## config.mk

```make
export PLATFORM = sky130hd
export DESIGN_NAME = neuai_led_7seg_scan
export DESIGN_NICKNAME = d
export VERILOG_FILES = /design/src/rtl/neuai_7seg_pkg.sv /design/src/rtl/neuai_tick_gen.sv /design/src/rtl/neuai_led_7seg_scan.sv
export SDC_FILE = /design/constraint.sdc
export NUM_CORES = 1
export LEC_CHECK = 0
export CORE_ASPECT_RATIO = 0.8
export CORE_MARGIN = 5
export CORE_UTILIZATION = 35
export CTS_BUF_LIST = sky130_fd_sc_hd__clkbuf_4 sky130_fd_sc_hd__clkbuf_8 sky130_fd_sc_hd__clkbuf_16
export CTS_CLUSTER_DIAMETER = 150
export DETAILED_ROUTE_END_ITERATION = 6
export PLACE_DENSITY_LB_ADDON = 0.3
export SLEW_MARGIN = 10
export SYNTH_ARGS = -nofsm -noshare
export SYNTH_HDL_FRONTEND = slang
export SYNTH_HIERARCHICAL = 1
export SYNTH_SLANG_ARGS = --single-unit
```

## constraint.sdc

```tcl
create_clock -name clk -period 3.5 [get_ports clk]
set_input_delay 0.875 -clock clk [delete_from_list [all_inputs] [get_ports clk]]
set_output_delay 0.875 -clock clk [all_outputs]
set_load 0.1 [all_outputs]
```

## src/rtl/neuai_7seg_pkg.sv

```systemverilog
// Shared types, segment codes and BCD-to-segment decoder for the 7-segment display block.
// Latency: combinational helpers only.
// Backpressure: none (constants and functions).
package neuai_7seg_pkg;

   typedef logic [3:0] bcd_digit_t;

   // Segment patterns {g,f,e,d,c,b,a}, active-high
   localparam logic [6:0] SEG_0     = 7'h3F;
   localparam logic [6:0] SEG_1     = 7'h06;
   localparam logic [6:0] SEG_2     = 7'h5B;
   localparam logic [6:0] SEG_3     = 7'h4F;
   localparam logic [6:0] SEG_4     = 7'h66;
   localparam logic [6:0] SEG_5     = 7'h6D;
   localparam logic [6:0] SEG_6     = 7'h7D;
   localparam logic [6:0] SEG_7     = 7'h07;
   localparam logic [6:0] SEG_8     = 7'h7F;
   localparam logic [6:0] SEG_9     = 7'h6F;
   localparam logic [6:0] SEG_BLANK = 7'h00;

   // Non-decimal codes are shown dark rather than as garbage
   function automatic logic [6:0] seg_decode(input bcd_digit_t d);
      case (d)
         4'd0:    seg_decode = SEG_0;
         4'd1:    seg_decode = SEG_1;
         4'd2:    seg_decode = SEG_2;
         4'd3:    seg_decode = SEG_3;
         4'd4:    seg_decode = SEG_4;
         4'd5:    seg_decode = SEG_5;
         4'd6:    seg_decode = SEG_6;
         4'd7:    seg_decode = SEG_7;
         4'd8:    seg_decode = SEG_8;
         4'd9:    seg_decode = SEG_9;
         default: seg_decode = SEG_BLANK;
      endcase
   endfunction

endpackage

```

## src/rtl/neuai_tick_gen.sv

```systemverilog
// Free-running prescaler: single-cycle tick once every DIV cycles.
// Latency: tick is combinational from the counter; first tick DIV cycles after reset release.
// Backpressure: none; ticks are never held or queued.
module neuai_tick_gen #(
   parameter int DIV = 10
) (
   input  logic clk,
   input  logic rst,
   output logic tick
);

   localparam int           W    = (DIV > 1) ? $clog2(DIV) : 1;
   localparam logic [W-1:0] LAST = W'(DIV - 1);

   logic [W-1:0] cnt;

   // Count 0..DIV-1 and wrap; DIV=1 degenerates to a tick every cycle
   always_ff @(posedge clk or posedge rst) begin
      if (rst)               cnt <= '0;
      else if (cnt == LAST)  cnt <= '0;
      else                   cnt <= cnt + W'(1);
   end

   assign tick = (cnt == LAST);

endmodule

```

## src/rtl/neuai_led_7seg_scan.sv

```systemverilog
// Multi-digit BCD up/down counter with a time-multiplexed 7-segment display driver.
// Latency: count_bcd/wrap update on the edge after a tick; led_7seg/dig lag scan index/count by 1 cycle.
// Backpressure: none; en gates counting, clr overrides ticks.
module neuai_led_7seg_scan
   import neuai_7seg_pkg::*;
#(
   parameter int NUM_DIGITS = 4,
   parameter int CLK_HZ     = 50_000_000,
   parameter int TICK_HZ    = 1,
   parameter int SCAN_HZ    = 1000,
   parameter int LZ_BLANK   = 0
) (
   input  logic                    clk,
   input  logic                    rst,
   input  logic                    en,
   input  logic                    up_dn,
   input  logic                    clr,
   input  logic [NUM_DIGITS-1:0]   dp_mask,
   output logic [7:0]              led_7seg,
   output logic [NUM_DIGITS-1:0]   dig,
   output logic [4*NUM_DIGITS-1:0] count_bcd,
   output logic                    wrap
);

   localparam int TICK_DIV = CLK_HZ / TICK_HZ;
   localparam int SCAN_DIV = CLK_HZ / SCAN_HZ;
   localparam int IW       = (NUM_DIGITS > 1) ? $clog2(NUM_DIGITS) : 1;
   localparam logic [IW-1:0] LAST_IDX = IW'(NUM_DIGITS - 1);

   logic                    tick;
   logic                    scan_tick;
   logic [4*NUM_DIGITS-1:0] count_q;
   logic [4*NUM_DIGITS-1:0] count_nxt;
   logic                    roll;
   logic                    carry;
   bcd_digit_t              d;
   logic [IW-1:0]           idx;
   logic [NUM_DIGITS-1:0]   upper_zero;
   logic                    zero_run;
   bcd_digit_t              cur_digit;
   logic [6:0]              cur_seg;

   neuai_tick_gen #(.DIV(TICK_DIV)) u_count_tick (
      .clk  (clk),
      .rst  (rst),
      .tick (tick)
   );

   neuai_tick_gen #(.DIV(SCAN_DIV)) u_scan_tick (
      .clk  (clk),
      .rst  (rst),
      .tick (scan_tick)
   );

   // Ripple carry/borrow across digits; a carry out of the top digit is a wrap
   always_comb begin
      count_nxt = count_q;
      carry     = 1'b1;
      d         = '0;
      for (int i = 0; i < NUM_DIGITS; i++) begin
         d = count_q[4*i +: 4];
         if (carry) begin
            if (up_dn) begin
               if (d == 4'd9) d = 4'd0;
               else begin
                  d     = d + 4'd1;
                  carry = 1'b0;
               end
            end else begin
               if (d == 4'd0) d = 4'd9;
               else begin
                  d     = d - 4'd1;
                  carry = 1'b0;
               end
            end
         end
         count_nxt[4*i +: 4] = d;
      end
      roll = carry;
   end

   // Count register: clear wins over a tick, wrap is a one-cycle pulse
   always_ff @(posedge clk or posedge rst) begin
      if (rst) begin
         count_q <= '0;
         wrap    <= 1'b0;
      end else if (clr) begin
         count_q <= '0;
         wrap    <= 1'b0;
      end else if (tick && en) begin
         count_q <= count_nxt;
         wrap    <= roll;
      end else begin
         wrap    <= 1'b0;
      end
   end

   // Scan index walks 0..NUM_DIGITS-1 on each scan tick
   always_ff @(posedge clk or posedge rst) begin
      if (rst)                   idx <= '0;
      else if (scan_tick) begin
         if (idx == LAST_IDX)    idx <= '0;
         else                    idx <= idx + IW'(1);
      end
   end

   // Segment pattern for the digit being scanned, with optional leading-zero blanking
   always_comb begin
      upper_zero = '0;
      zero_run   = 1'b1;
      for (int i = NUM_DIGITS - 1; i >= 0; i--) begin
         zero_run      = zero_run && (count_q[4*i +: 4] == 4'd0);
         upper_zero[i] = zero_run;
      end
      cur_digit = count_q[4*int'(idx) +: 4];
      cur_seg   = seg_decode(cur_digit);
      if ((LZ_BLANK != 0) && (idx != '0) && upper_zero[idx]) cur_seg = SEG_BLANK;
   end

   // Registered display outputs so the pins never glitch mid-cycle
   always_ff @(posedge clk or posedge rst) begin
      if (rst) begin
         dig      <= '1;
         led_7seg <= 8'h00;
      end else begin
         dig      <= ~(NUM_DIGITS'(1) << idx);
         led_7seg <= {dp_mask[idx], cur_seg};
      end
   end

   assign count_bcd = count_q;

endmodule

```

==> impl_metrics.toml <==
[die]
die_y_um = 109
core_area_um2 = 12000
rows = 36
io_pins = 38
initial_core_util_pct = 35.4
design.die.area_um2 = 14500
die_x_um = 133

[yosys]
synth_top_area_share_pct = 40.6
yosysSeqAreaShare_pct = 43.1
synth_edf_count = 0
synth.distinct_cells = 60
syn_avg_cell_area_um2 = 9.84
synth_warnings = 13
synth_largest_area_cell = "dfrtp_1"
yosys_most_used_dff = "dfrtp_1"
syn_area_um2 = 4250
synthesis.nets = 464
async_reset_ff_share_pct = 100
synth_seq_cells = 73
synth_area_leaders = "dfrtp_1, ha_1, xor2_1"
syn_inst = 432

[grt]
grt_pass1_wl_mm = 16.4
antenna_found_initial = 0
grt_max_degree = 32
grt-ovfl-total = 0
grt_pass1_vias = 3168
gr-usage-all-layers_pct = 14.1

[layout]
fin_area_um2 = 5020
antennaDiodeCount = 0
area_growth_pct = 18.2
drive_gt1_share_pct = 14.8
fin_cells = 624
layout.nets = 499

[worst_hold_path]
hp-class = "flop to flop"
hold_start = "u_count_tick/cnt[18]$_DFF_PP0_"

[sta]
finalSetupViolations = 0
min_period_ns = 2.66
drv_slew = 0
relSlewSlack_pct = 54.2
rsz0062_at_grt = "no"
post-route-period-util_pct = 76.0
worst_slack_ns = 0.838
setup_tns_ns = 0
fmax_mhz = 376
hold_viol_final = 0
timing_worst_slew_pin_value_ns = 0.685
skew_ns = 0.00761

[clocking]
cts-htree-levels = 3
worstSkewPairLatency_ns = 0.34
cts_setup_buffers = 0
clk_pin_slew_worst_paths_ns = 0.06
cts_tree = "done"
cts_root_buffer = "clkbuf_16"
cts_hold_buffers = 0
clockBufferDepth = 2
cts_buffers = 9
cts_resized = 0
clock-sinks = 73

[power]
p_per_area_nw_per_um2 = 379
irDropWorstVdd_mv = 0.272
p_leak_nw = 2.15

[route]
wl_per_cell_um = 15.4
route.detailed.drc = 0
drt_pass1_iterations = 4
dr_total_vias = 3297
viasPerCell = 5.28
ant_nets = 0
drt_wl_total_mm = 9.60
drtIter0Drc = 185

[setup_path]
start_kind = "flop"
crit_type = "flop to flop"
cp_max_fo = 7
cp.required_ns = 3.75
rr_startpoint = "u_count_tick/cnt[12]$_DFF_PP0_"
worstPathArrival_ns = 2.92
crit_path_end_kind = "flop"
crit_start = "u_count_tick/cnt[12]$_DFF_PP0_"

[placement]
dp_cells = 608
dpl_worst_slack_ns = 0.542
gp_congestion = 0.845
io_buffers = 37
hpwl_mm = 6.74
placedInstanceArea_um2 = 4700

[flow_run]
cap_violations = 0

[run_status]
outcome = "complete, no violations"
-- placed cells by master (no fill, tap or decap), types with 19 or more instances in the layout --
master / n
nand3_1: 19
inv_1: 27
dfrtp_1: 69
ha_1: 23
xor2_1: 19
o21ai_0: 22
nand2_1: 26
nor2_1: 38
buf_4: 34
a21oi_1: 20
-- logic make-up (layout without fill, tap and decap cells) --
family / Yosys count / in the layout / share of synthesized area (%)
and+or+nand+nor: 164 / 164 / 22.0
DFF: 73 / 73 / 43.1
AOI/OAI and AO/OA: 81 / 81 / 12.3
adders and majority gates: 23 / 23 / 6.77
xor gates and xnor gates: 33 / 33 / 6.80
buffers and inverters: 45 / 85 / 4.21
muxes: 13 / 13 / 4.86
-- worst paths after layout --
kind	to	slack [ns]	cells past startpoint
setup reg to reg	count_bcd[13]$_DFFE_PP0P_	0.84	8
hold reg to reg	u_count_tick/cnt[18]$_DFF_PP0_	0.49	1
max in group asynchronous	u_count_tick/cnt[9]$_DFF_PP0_	2.05	3
hold / removal	u_count_tick/cnt[18]$_DFF_PP0_	0.49	1
setup / recovery	count_bcd[13]$_DFFE_PP0P_	0.84	8
min in group asynchronous	u_count_tick/cnt[0]$_DFF_PP0_	0.89	2
-- flip-flops by register name (all words and copies together), names as in the netlist --
name              flops
u_count_tick/cnt     26
count_bcd            16
u_scan_tick/cnt      16
led_7seg              8
dig                   4
idx                   2
wrap                  1
-- synth_stat cells, drive strengths merged (12+ instances only) --
cell    instances
nor2           38
ha             23
xnor2          14
o21ai          22
nand4          15
dfrtp          69
a21oi          21
clkbuf         12
nand2          26
inv            27
nand3          19
xor2           19
-- report_power, final --
group	switching (mW)	total, mW	internal (mW)
Clock	0.366	1.00	0.634
Combinational	0.0400	0.0592	0.0192
Sequential	0.000132	0.845	0.845
-- per-stage QoR --
stage / hold slack, ns / power [mW] / util (%)
after floorplan: 0.455 / 0.897 / -
after global placement: 0.486 / 0.918 / 39.1
after detailed placement: 0.483 / 0.921 / 39.1
after CTS: 0.494 / 1.93 / 41.8
after global routing: 0.532 / 1.98 / 41.8
final: 0.492 / 1.90 / 41.8
-- layer usage --
layer / track usage (%) / wire, um / vias up / share of wire (%)
li1: - / - / 1632 / -
met1: 18.7 / 4570 / 1602 / 48
met2: 22.6 / 4610 / 58 / 48
met3: 4.28 / 340 / 5 / 3.5
met4: 3.96 / 82 / 0 / 0.85
met5: 0 / 0 / - / 0
-- worst max-delay path, cell delays in order (launching register included) --
cell	delay, ns
dfrtp_1	0.46
nor4bb_1	0.36
nand4_1	0.21
nor3_2	0.33
nand2_1	0.24
a21oi_4	0.28
nand4_4	0.19
or3_1	0.38
a21oi_1	0.14
-- final cells by class --
| class | count | area, um2 |
|---|---|---|
| clock buffer | 10 | 233 |
| clock inverter | 6 | 92.6 |
| fill | 1144 | 7000 |
| inverter | 27 | 101 |
| multi-input combinational | 314 | 2240 |
| sequential | 73 | 1830 |
| tap | 152 | 190 |
| timing repair buffer | 42 | 335 |
No activity file was read; power rests on OpenSTA's default activity.
